===== src/rtl/fetch_queue_pkg.sv =====
// ============================================================================
// Module : fetch_queue_pkg
// Brief  : Shared processor constants and entry type for the fetch queue.
// Rev    : 1.0
// ============================================================================
`default_nettype none

package fetch_queue_pkg;

    localparam int          c_fq_depth     = 4;
    localparam logic [31:0] c_fq_nop_instr = 32'h00000000;
    localparam int          c_fq_entry_w   = 64;

    typedef struct packed {
        logic [31:0] pc;
        logic [31:0] instr;
    } fq_entry_t;

endpackage

`default_nettype wire


===== src/rtl/fetch_queue_if.sv =====
// ============================================================================
// Module : fetch_queue_if
// Brief  : Fetch-to-decode handshake bundle carried through the fetch queue.
// Rev    : 1.0
// ============================================================================
`default_nettype none

interface fetch_queue_if
    import fetch_queue_pkg::*;
#(
    parameter int DEPTH = c_fq_depth
);
    logic [31:0]              InPC;
    logic [31:0]              InInstr;
    logic                     InValid;
    logic                     PCWrite;
    logic                     Flush;
    logic                     DecodeStall;
    logic                     OutValid;
    logic [31:0]              OutPC;
    logic [31:0]              OutInstr;
    logic [31:0]              OutPCPlus4;
    logic [$clog2(DEPTH):0]   Count;

    modport master (
        output InPC, InInstr, InValid, Flush, DecodeStall,
        input  PCWrite, OutValid, OutPC, OutInstr, OutPCPlus4, Count
    );

    modport slave (
        input  InPC, InInstr, InValid, Flush, DecodeStall,
        output PCWrite, OutValid, OutPC, OutInstr, OutPCPlus4, Count
    );

endinterface

`default_nettype wire


===== src/rtl/fetch_queue_ram.sv =====
// ============================================================================
// Module : fetch_queue_ram
// Brief  : DEPTH x WIDTH storage, synchronous write, asynchronous read.
// Rev    : 1.0
// ============================================================================
`default_nettype none

module fetch_queue_ram
    import fetch_queue_pkg::*;
#(
    parameter int DEPTH = c_fq_depth,
    parameter int WIDTH = c_fq_entry_w
) (
    input  wire logic                      Clk,
    input  wire logic                      i_we,
    input  wire logic [$clog2(DEPTH)-1:0]  i_waddr,
    input  wire logic [WIDTH-1:0]          i_wdata,
    input  wire logic [$clog2(DEPTH)-1:0]  i_raddr,
    output logic      [WIDTH-1:0]          o_rdata
);

    logic [WIDTH-1:0] r_mem [DEPTH];

    always_ff @(posedge Clk) begin
        if (i_we) begin
            r_mem[i_waddr] <= i_wdata;
        end
    end

    assign o_rdata = r_mem[i_raddr];

endmodule

`default_nettype wire


===== src/rtl/fetch_queue.sv =====
// ============================================================================
// Module : fetch_queue
// Brief  : Circular instruction queue between fetch and decode, no bypass.
// Rev    : 1.0
// ============================================================================
`default_nettype none

module fetch_queue
    import fetch_queue_pkg::*;
#(
    parameter int          DEPTH     = c_fq_depth,
    parameter logic [31:0] NOP_INSTR = c_fq_nop_instr
) (
    input  wire logic   Clk,
    input  wire logic   Reset,
    fetch_queue_if.slave fq
);

    localparam int                  c_ptr_w = $clog2(DEPTH);
    localparam int                  c_cnt_w = c_ptr_w + 1;
    localparam logic [c_cnt_w-1:0]  c_full  = c_cnt_w'(DEPTH);

    logic [c_ptr_w-1:0] r_rptr;
    logic [c_ptr_w-1:0] r_wptr;
    logic [c_cnt_w-1:0] r_count;

    logic               w_pcwrite;
    logic               w_outvalid;
    logic               w_push;
    logic               w_pop;
    fq_entry_t          w_wr_entry;
    fq_entry_t          w_rd_entry;
    logic [31:0]        w_out_pc;

    // Space and validity come only from the registered count, so PCWrite has
    // no combinational path from the decode-side or flush inputs.
    assign w_pcwrite  = (r_count < c_full);
    assign w_outvalid = (r_count != '0);
    assign w_push     = fq.InValid && w_pcwrite && !fq.Flush;
    assign w_pop      = w_outvalid && !fq.DecodeStall && !fq.Flush;

    assign w_wr_entry.pc    = fq.InPC;
    assign w_wr_entry.instr = fq.InInstr;

    fetch_queue_ram #(
        .DEPTH (DEPTH),
        .WIDTH (c_fq_entry_w)
    ) u_ram (
        .Clk     (Clk),
        .i_we    (w_push && !Reset),
        .i_waddr (r_wptr),
        .i_wdata (w_wr_entry),
        .i_raddr (r_rptr),
        .o_rdata (w_rd_entry)
    );

    always_ff @(posedge Clk) begin
        if (Reset || fq.Flush) begin
            r_rptr  <= '0;
            r_wptr  <= '0;
            r_count <= '0;
        end else begin
            if (w_push) begin
                r_wptr <= r_wptr + c_ptr_w'(1);
            end
            if (w_pop) begin
                r_rptr <= r_rptr + c_ptr_w'(1);
            end
            case ({w_push, w_pop})
                2'b10:   r_count <= r_count + c_cnt_w'(1);
                2'b01:   r_count <= r_count - c_cnt_w'(1);
                default: r_count <= r_count;
            endcase
        end
    end

    assign w_out_pc      = w_outvalid ? w_rd_entry.pc : 32'h0;
    assign fq.OutPC      = w_out_pc;
    assign fq.OutInstr   = w_outvalid ? w_rd_entry.instr : NOP_INSTR;
    assign fq.OutPCPlus4 = w_out_pc + 32'd4;
    assign fq.OutValid   = w_outvalid;
    assign fq.PCWrite    = w_pcwrite;
    assign fq.Count      = r_count;

endmodule

`default_nettype wire


===== src/flat_wrapper.sv =====
// flat-port wrapper written by rule: the top's interface ports become plain ports
module fetch_queue_flat import fetch_queue_pkg::*;
#(
    parameter int          DEPTH     = c_fq_depth,
    parameter logic [31:0] NOP_INSTR = c_fq_nop_instr
)
  (Clk, Reset, fq_InPC, fq_InInstr, fq_InValid, fq_Flush, fq_DecodeStall, fq_PCWrite, fq_OutValid, fq_OutPC, fq_OutInstr, fq_OutPCPlus4, fq_Count);
  fetch_queue_if #(.DEPTH(DEPTH)) fq_i ();
  input  wire logic Clk;
  input  wire logic Reset;
  input wire logic [$bits(fq_i.InPC)-1:0] fq_InPC;
  input wire logic [$bits(fq_i.InInstr)-1:0] fq_InInstr;
  input wire logic [$bits(fq_i.InValid)-1:0] fq_InValid;
  input wire logic [$bits(fq_i.Flush)-1:0] fq_Flush;
  input wire logic [$bits(fq_i.DecodeStall)-1:0] fq_DecodeStall;
  output wire logic [$bits(fq_i.PCWrite)-1:0] fq_PCWrite;
  output wire logic [$bits(fq_i.OutValid)-1:0] fq_OutValid;
  output wire logic [$bits(fq_i.OutPC)-1:0] fq_OutPC;
  output wire logic [$bits(fq_i.OutInstr)-1:0] fq_OutInstr;
  output wire logic [$bits(fq_i.OutPCPlus4)-1:0] fq_OutPCPlus4;
  output wire logic [$bits(fq_i.Count)-1:0] fq_Count;
  assign fq_i.InPC = fq_InPC;
  assign fq_i.InInstr = fq_InInstr;
  assign fq_i.InValid = fq_InValid;
  assign fq_i.Flush = fq_Flush;
  assign fq_i.DecodeStall = fq_DecodeStall;
  assign fq_PCWrite = fq_i.PCWrite;
  assign fq_OutValid = fq_i.OutValid;
  assign fq_OutPC = fq_i.OutPC;
  assign fq_OutInstr = fq_i.OutInstr;
  assign fq_OutPCPlus4 = fq_i.OutPCPlus4;
  assign fq_Count = fq_i.Count;
  fetch_queue #(.DEPTH(DEPTH), .NOP_INSTR(NOP_INSTR)) u_core (.Clk(Clk), .Reset(Reset), .fq(fq_i));
endmodule

===== config.mk =====
export PLATFORM = sky130hd
export DESIGN_NAME = fetch_queue_flat
export DESIGN_NICKNAME = d
export VERILOG_FILES = /design/src/rtl/fetch_queue_pkg.sv /design/src/rtl/fetch_queue_if.sv /design/src/rtl/fetch_queue_ram.sv /design/src/rtl/fetch_queue.sv /design/src/flat_wrapper.sv
export SDC_FILE = /design/constraint.sdc
export NUM_CORES = 1
export LEC_CHECK = 0
export BUFFER_PORTS_ARGS = -buffer_cell sky130_fd_sc_hd__buf_2
export CORE_MARGIN = 3
export CORE_UTILIZATION = 55
export CTS_CLUSTER_DIAMETER = 40
export DETAILED_ROUTE_END_ITERATION = 16
export HOLD_SLACK_MARGIN = 0.15
export PLACE_DENSITY = 0.78
export SYNTH_ARGS = -nofsm -noshare
export SYNTH_HDL_FRONTEND = slang
export SYNTH_SLANG_ARGS = --single-unit
export TNS_END_PERCENT = 50

===== constraint.sdc =====
create_clock -name Clk -period 4.2 [get_ports Clk]
set_clock_uncertainty 0.05 [all_clocks]
set_input_delay 0.63 -clock Clk [delete_from_list [all_inputs] [get_ports Clk]]
set_output_delay 0.63 -clock Clk [all_outputs]
set_load 0.02 [all_outputs]

# Yosys cells after proc, flatten, opt, wreduce, memory -nomap -nowiden
# Memory sizes are Yosys's and may differ from the RTL's. A register that Yosys moved wholly into a read port is not among the register bits.
# Index checks and enable logic that the tools add are counted.
# totals
register_bits	7
ramBits	256
inputBits	69
out_inout_bits	101
n_memories	1
# op_classes
add_sub_neg	5
order_cmp	1
n_eq_ne	2
n_mux	7
reduce_logical	11
# memory_table
name	depth	word_bits	rd	rd_ports_with_merged_regs	write_ports	line_no	source
u_core.u_ram.r_mem	4	64	1	1	1	fetch_queue_ram.sv:22	logic [WIDTH-1:0] r_mem [DEPTH];
# op_table
operator	n
2-to-1 mux 32 bit	2
adder 32 x 3 -> 32 bit (second input constant)	1
case mux 3 bit (2 select lines)	1
logical AND 1 bit	5
adder 2 x 1 -> 2 bit (second input constant)	2
2-to-1 mux 2 bit	2
adder 3 x 1 -> 3 bit (second input constant)	1
logical NOT 1 bit	3
< comparator 3 bit (second input constant)	1
nonzero test 3 bit	1
subtractor 3 x 1 -> 3 bit (second input constant)	1
== test 2 x 1 -> 1 bit (second input constant)	1
== test 2 bit (second input constant)	1
2-to-1 mux 1 bit	2
nonzero test 2 bit	1
logical OR 1 bit	1

# Longest topological paths before layout
# Gate-level depths: netlist of the first run.
# depth
word_depth	6
mapped_depth	13
ltp_nobuf	11

# By module
# From an unflattened synthesis of the first run, not the netlist that was laid out.
# unflattened
cells_unflattened	561
hier_area_um2	10857.9
# by_module_without_submodules
module	n_inst	cells_each	area_each_um2	seq_area_each_um2
fetch_queue_ram	1	338	9341.5	7687.4
fetch_queue	1	223	1516.5	140.1

# Worst setup path after synthesis of the first run
# Ideal clock, no wire load.
# synth_timing
kind	reg2out
from	reg u_core.r_count[2] (netlist: u_core.fq.Count[2])
to	out fq_OutPCPlus4[26]
arrival_ns	3.165
slack_ns	0.355
stages_incl_launch_ff	14
path_buffers	3
path_cell_list	dfxtp_1 -> nor3_1 -> inv_1 -> buf_6 -> clkbuf_1 -> clkbuf_1 -> and2_1 -> ha_1 -> nor2b_1 -> o2bb2ai_1 -> nand3_2 -> nor4_4 -> nand4_1 -> xnor2_1
# synth_between
elab_chain_len	3
# synth_rtl
element	line_no	source
start: declaration	fetch_queue.sv:25	logic [c_cnt_w-1:0] r_count;
start signal: assignment	fetch_queue.sv:70	2'b10: r_count <= r_count + c_cnt_w'(1);
start signal: assignment	fetch_queue.sv:71	2'b01: r_count <= r_count - c_cnt_w'(1);
start signal: assignment	fetch_queue.sv:72	default: r_count <= r_count;
nonzero test 3 bit	fetch_queue.sv:38	assign w_outvalid = (r_count != '0);
2-to-1 mux 32 bit	fetch_queue.sv:77	assign w_out_pc = w_outvalid ? w_rd_entry.pc : 32'h0;
net fq_OutPC[3]	flat_wrapper.sv:18	output wire logic [$bits(fq_i.OutPC)-1:0] fq_OutPC;
adder 32 x 3 -> 32 bit	fetch_queue.sv:80	assign fq.OutPCPlus4 = w_out_pc + 32'd4;
end: declaration	flat_wrapper.sv:20	output wire logic [$bits(fq_i.OutPCPlus4)-1:0] fq_OutPCPlus4;
# The timed path passes the listed nets, and every way through them passes these cells.

==> summary.md, run 1 <==
| Metric | Value |
|---|---|
| Placed Instances | `1011` |
| Final WL | `22.6 mm` |
| Yosys Warn Count | `0` |
| Top Metal Used | `met5` |
| GP Congestion | `0.854` |
| Global-route wire length before repair | `35.5 mm` |
| Setup WS post-layout | `0.215 ns` |
| Area growth syn-to-layout | `20.2%` |
| Top-count cell post-synth | `edfxtp_1` |
| Pre-CTS setup slack | `0.484 ns` |
| DRC viols | `0` |
| EDFF count, synth | `256` |
| Worst-Skew Late Latency | `0.50 ns` |
| Outcome | `finished clean` |
| Register bit total from synthesis | `265` |
| Final worst path period share | `0.949` |
| Peak VDD IR | `0.338 mV` |
| M1 WL | `9.07 mm` |
| Max-Cap Viols | `0` |
| Mapped Nets | `680` |
| DIE WIDTH | `148 um` |
| Synthesized area | `11100 um2` |
| Fin nets | `863` |
| WP data arrival | `3.31 ns` |
| Num rows | `51` |
| Util after Layout | `0.679` |
| Vias post-DR | `6043` |
| Hold Path Cell Cnt | `1` |
| Post-route insts no fill | `1081` |
| Area leader, netlist | `edfxtp_1` |
| Initial Util | `0.564` |
| GRT Overall Usage | `0.212` |
| Final setup violation count | `0` |
| Most instantiated cells after synthesis | `edfxtp_1 (256), and2_1 (68), mux4_2 (63), nand2_1 (27), nor2_1 (25)` |
| Max Freq | `0.251 GHz` |
| I/O pins | `170` |
| Layout cell share with drive strength beyond 1 | `0.387` |
| Initial antenna violation count | `5` |
| CP Launch Type | `flop` |
| CP max FO | `33` |
| CTS Hold Bufs | `0` |
| Synth top area cells | `edfxtp_1 (70%), mux4_2 (13%), and2_1 (3.8%)` |
| Die Area | `21800 um2` |
| Share of the synthesized area in the top cell type | `0.695` |
| Most frequent cell on the critical path | `buf_4` |
| WL met2 | `11.0 mm` |
| Clock Root Buffer | `clkbuf_16` |
| Final Power | `6.04 mW` |
| Final setup TNS | `0 ns` |
| Worst path required time | `3.52 ns` |
| Critical-path cell list | `buf_4 -> mux4_2 -> o211ai_1 -> nor4_4 -> buf_4 -> and3_1 -> o21a_1 -> buf_2` |
| Crit. End Element | `primary output` |
| Slowest stage delay, CP | `0.62 ns` |
| I/O Buffers | `169` |
| CTS tree | `done` |
| Slew margin rel. | `0.303` |
| Min Tclk post-route | `3.99 ns` |
| Post-synth ARST share | `0` |
| Cells after synthesis | `604` |
| Starting DRT DRC Count | `447` |
| Slew Limit Fails | `0` |
| HP Class | `in2reg` |
| Final ANT Viol Nets | `0` |
| # clock sinks | `265` |
| Clock transition at the registers of the reported paths | `0.06 ns` |
| Ys flop type | `edfxtp_1` |
| RSZ-0062 raised after global routing | `false` |
| Vias in the first global route | `6537` |
| CTS Buf Count | `36` |
| Die Ht | `148 um` |
| Leak Pwr | `4.79 nW` |
| Slew @ Worst Pin | `1.05 ns` |
| Metal3 WL | `2.07 mm` |
| Syn_area_per_cell | `18.3 um2` |
| H-tree levels | `2` |
| DR pass1 iterations | `4` |
| Crit path kind | `reg2out` |
| GR Overflow Total | `0` |
| WL/cell | `20.9 um` |
| Seq/Total Area, Yosys | `0.712` |
| Placed wire-length estimate | `13.6 mm` |
| Path depth of the worst reg2reg path | `4` |
| Vias/cell | `5.59` |
| Final Hold Viols | `0` |
| PwrDens | `455 nW/um2` |
| Unique masters post-synth | `47` |
| Core area | `19600 um2` |
| Slowest-stage cell, CP | `mux4_2` |
| Clk buf depth | `3` |
| Pin count of the biggest net entering global routing | `65` |
[state kept, by name, summed over array words and instances (netlist names), named ones only]
signal,flops
u_core.r_wptr,2
u_core.r_rptr,2
u_core.fq.Count,3
u_core.u_ram.r_mem,256
[metrics by stage]
step	cell area [um2]	hold slack [ns]
after floorplan	11100	0.419
after global placement	12100	0.429
after detailed placement	12100	0.457
after CTS	13300	0.252
after global routing	13300	0.268
final	13300	0.278
[where the power goes]
part	internal (mW)	leakage [nW]	switching, mW
clock	1.75	0.561	1.11
sequential	2.93	2.39	0.00839
combinational	0.0918	1.84	0.150
[area by class of cell]
class / count / area (um2)
antenna: 2 / 5.00
clock buffer: 40 / 937
clock inverter: 25 / 213
fill: 1321 / 6300
inverter: 13 / 48.8
multi-input combinational: 293 / 2960
sequential: 265 / 7880
tap: 265 / 332
timing repair buffer: 178 / 921
[logic make-up (layout without fill, tap and decap cells)]
group	Yosys count	count (layout)	share of synthesized area
other cells	0	2	0
mux	68	68	0.136
simple gates	167	167	0.0853
xor+xnor	31	31	0.0246
buf+inv	46	256	0.0220
flops	265	265	0.712
compound gates	20	20	0.0120
fa+ha+maj	7	7	0.00860
[placed cells by master (no fill, tap or decap), types with 3 or more instances in the layout]
| cell type | instances |
|---|---|
| edfxtp_1 | 256 |
| buf_2 | 169 |
| and2_1 | 64 |
| mux4_2 | 63 |
| clkbuf_16 | 37 |
| nand2_1 | 27 |
| nor2_1 | 25 |
| xnor2_1 | 18 |
| xor2_1 | 13 |
| inv_1 | 12 |
| nand3_1 | 12 |
| nand4_1 | 8 |
| buf_4 | 7 |
| dfxtp_1 | 7 |
| a21oi_1 | 6 |
| ha_1 | 6 |
| clkinv_2 | 6 |
| nor3_1 | 5 |
| inv_6 | 5 |
| clkinv_1 | 5 |
| and2_4 | 4 |
| o21ai_0 | 3 |
| and3_1 | 3 |
| clkbuf_1 | 3 |
| clkinvlp_4 | 3 |
| clkinv_4 | 3 |
[final timing paths]
path | startpoint | endpoint | slack, ns
setup reg to reg | u_core.fq.Count[2] | u_core.u_ram.r_mem[1][43] | 1.92
setup / recovery | flop | fq_OutPCPlus4[24] | 0.21
hold reg to reg | u_core.r_wptr[1] | u_core.r_wptr[1] | 0.46
hold / removal | fq_InInstr[27] | u_core.u_ram.r_mem[3][27] | 0.28
[metal layers]
metal  vias to the layer above  GRT usage
li1                       2734          -
met1                      3022      0.275
met2                       242      0.341
met3                        39     0.0699
met4                         6     0.0732
met5                         -          0
[critical path, delay by kind of cell (launching register included)]
kind / cells / cell delay (ns)
buf+inv: 3 / 0.79
mux: 1 / 0.62
compound gates: 2 / 0.50
simple gates: 2 / 0.28
flops: 1 / 0.57
[what timing repair did]
action | in CTS | in global routing
pin swaps | 1 | 1
buffers inserted | 0 | 3
setup endpoints to repair | 1 | 5
gates resized for setup | 1 | 0
Note: power is estimated with default switching activity, not from simulation.
==> inputs of run 2 (changes only) <==
- CTS_BUF_LIST: unset -> sky130_fd_sc_hd__clkbuf_8
==> summary.md, run 2 (synthesis results as in run 1) <==
| Metric | Value |
|---|---|
| Outcome | `finished clean` |
| HP Class | `in2reg` |
| Crit path kind | `reg2out` |
| GP Congestion | `0.854 (unchanged)` |
| Final ANT Viol Nets | `0 (unchanged)` |
| Leak Pwr | `4.70 nW (-1.9%)` |
| Max Freq | `0.248 GHz (-1.0%)` |
| # clock sinks | `265 (unchanged)` |
| Vias/cell | `5.58 (-0.21%)` |
| DIE WIDTH | `148 um (unchanged)` |
| Min Tclk post-route | `4.03 ns (+0.0403 ns)` |
| Initial Util | `0.564 (unchanged)` |
| Fillcell total | `1354 (+2.5%)` |
| Peak VDD IR | `0.267 mV (-21%)` |
| Max reg flops | `256 (unchanged)` |
| CTS Buf Count | `45 (+25%)` |
| Core area | `19600 um2 (unchanged)` |
| Crit. End Element | `primary output` |
| CTS Hold Bufs | `0 (unchanged)` |
| Worst path required time | `3.52 ns (about the same)` |
| Clock Root Buffer | `clkbuf_8` |
| Final setup violation count | `0 (unchanged)` |
| Placed wire-length estimate | `13.6 mm (unchanged)` |
| GRT Overall Usage | `0.209 (-0.00219)` |
| H-tree levels | `2 (unchanged)` |
| I/O Buffers | `169 (unchanged)` |
| WL/cell | `20.7 um (-1.3%)` |
| DRC viols | `0 (unchanged)` |
| Final setup TNS | `0 ns (unchanged)` |
| Pin count of the biggest net entering global routing | `65 (unchanged)` |
| CTS tree | `done` |
| Die Area | `21800 um2 (unchanged)` |
| Worst-Skew Late Latency | `0.54 ns (+0.04 ns)` |
| I/O pins | `170 (unchanged)` |
| Hold Crit Start | `fq_InInstr[11]` |
| Metal3 WL | `2.31 mm (+12%)` |
| WP data arrival | `3.35 ns (+0.04 ns)` |
| Die Ht | `148 um (unchanged)` |
| Clk buf depth | `3 (unchanged)` |
| Slowest stage delay, CP | `0.62 ns (about the same)` |
| WL met2 | `10.8 mm (-1.5%)` |
| Slew @ Worst Pin | `1.04 ns (-0.00552 ns)` |
| Critical-path cell list | `buf_4 -> mux4_2 -> o211ai_1 -> nor4_4 -> buf_4 -> and3_1 -> o21a_1 -> buf_2` |
| GR Overflow Total | `0 (unchanged)` |
| Top Metal Used | `met5` |
| Leading cell type in the layout, fill and taps excluded | `edfxtp_1` |
| DR pass1 iterations | `5 (+1)` |
| CP Launch Type | `flop` |
| Fin nets | `872 (+1.0%)` |
| Area growth syn-to-layout | `17.7%` |
| Initial antenna violation count | `4 (-1)` |
| Slew Limit Fails | `0 (unchanged)` |
| Num rows | `51 (unchanged)` |
| R2r startpoint | `u_core.fq.Count[2]` |
| Vias in the first global route | `6503 (-0.52%)` |
| Most frequent cell on the critical path | `buf_4` |
| Most frequent cells in the layout | `edfxtp_1 (256), buf_2 (169), and2_1 (64)` |
| Global-route wire length before repair | `35.3 mm (-0.52%)` |
| Final WL | `22.5 mm (-0.41%)` |
| Buffers & Inverters on Critical Path | `3 (unchanged)` |
| RSZ-0062 raised after global routing | `false` |
| CP delay by family, top | `buffers and inverters` |
| Slowest-stage cell, CP | `mux4_2` |
| Starting DRT DRC Count | `443 (-0.89%)` |
| CP max FO | `33 (unchanged)` |
| Max-Cap Viols | `0 (unchanged)` |
| Vias post-DR | `6086 (+0.71%)` |
| Final Hold Viols | `0 (unchanged)` |
| Clock transition at the registers of the reported paths | `0.06 ns (about the same)` |
| PwrDens | `415 nW/um2 (-8.6%)` |
| Slew margin rel. | `0.307 (+0.00368)` |
| Most flops, register | `u_core.u_ram.r_mem` |
| Hold WS | `0.250 ns (-0.0276 ns)` |
| Final worst path period share | `0.958 (+0.00960)` |
| Flop2flop setup slack | `1.94 ns (+0.02 ns)` |
| Layout cell share with drive strength beyond 1 | `0.381 (-0.00591)` |
| M1 WL | `8.91 mm (-1.7%)` |
[run 2: cell types whose count changed in the layout (fill, tap and decap cells not counted), sizes merged]
cell,change
bufinv,+2
clkbuf,+5
clkinv,-8
clkinvlp,+2
inv,+9
[run 2: layer usage]
layer / vias to the layer above / GRT usage
li1: 2745 / -
met1: 3021 / 0.275
met2: 269 / 0.334
met3: 45 / 0.0736
met4: 6 / 0.0666
met5: - / 0
[run 2: power breakdown]
group	switching (mW)	internal (mW)
sequential	0.00837	2.92
combinational	0.150	0.0918
clock	0.988	1.24
[run 2: through the flow]
step	setup WS [ns]	power (mW)	area, um2	util	std cells
6_report	0.174	5.41	13000	0.664	1091
5_1_grt	0.00610	5.61	13000	0.664	1090
4_1_cts	0.00984	5.46	13000	0.662	1086
3_5_place_dp	0.484	3.23	12100	0.618	1011
3_3_place_gp	0.601	3.22	12100	0.618	1011
2_1_floorplan	0.355	3.12	11100	-	604
[run 2: worst paths after layout]
| kind | cells after the start | to |
|---|---|---|
| max | 8 | fq_OutPCPlus4[24] |
| min | 1 | u_core.u_ram.r_mem[1][11] |
| max reg2reg | 9 | u_core.fq.Count[2] |
| min reg2reg | 2 | u_core.r_wptr[1] |
[run 2: layout make-up]
cell class                 instances  area [um2]  area share
inverter                          13        48.8     0.00375
clock inverter                    30         241      0.0186
tap                              265         332      0.0255
clock buffer                      45         619      0.0476
multi-input combinational        293        2970       0.228
timing repair buffer             178         921      0.0708
antenna                            2        5.00    0.000385
sequential                       265        7880       0.605
[run 2: timing repair]
| action | CTS | global route |
|---|---|---|
| setup buffers | 0 | 3 |
| resized for setup | 1 | 1 |
| setup endpoints to repair | 4 | 6 |
| pin swaps | 1 | 1 |
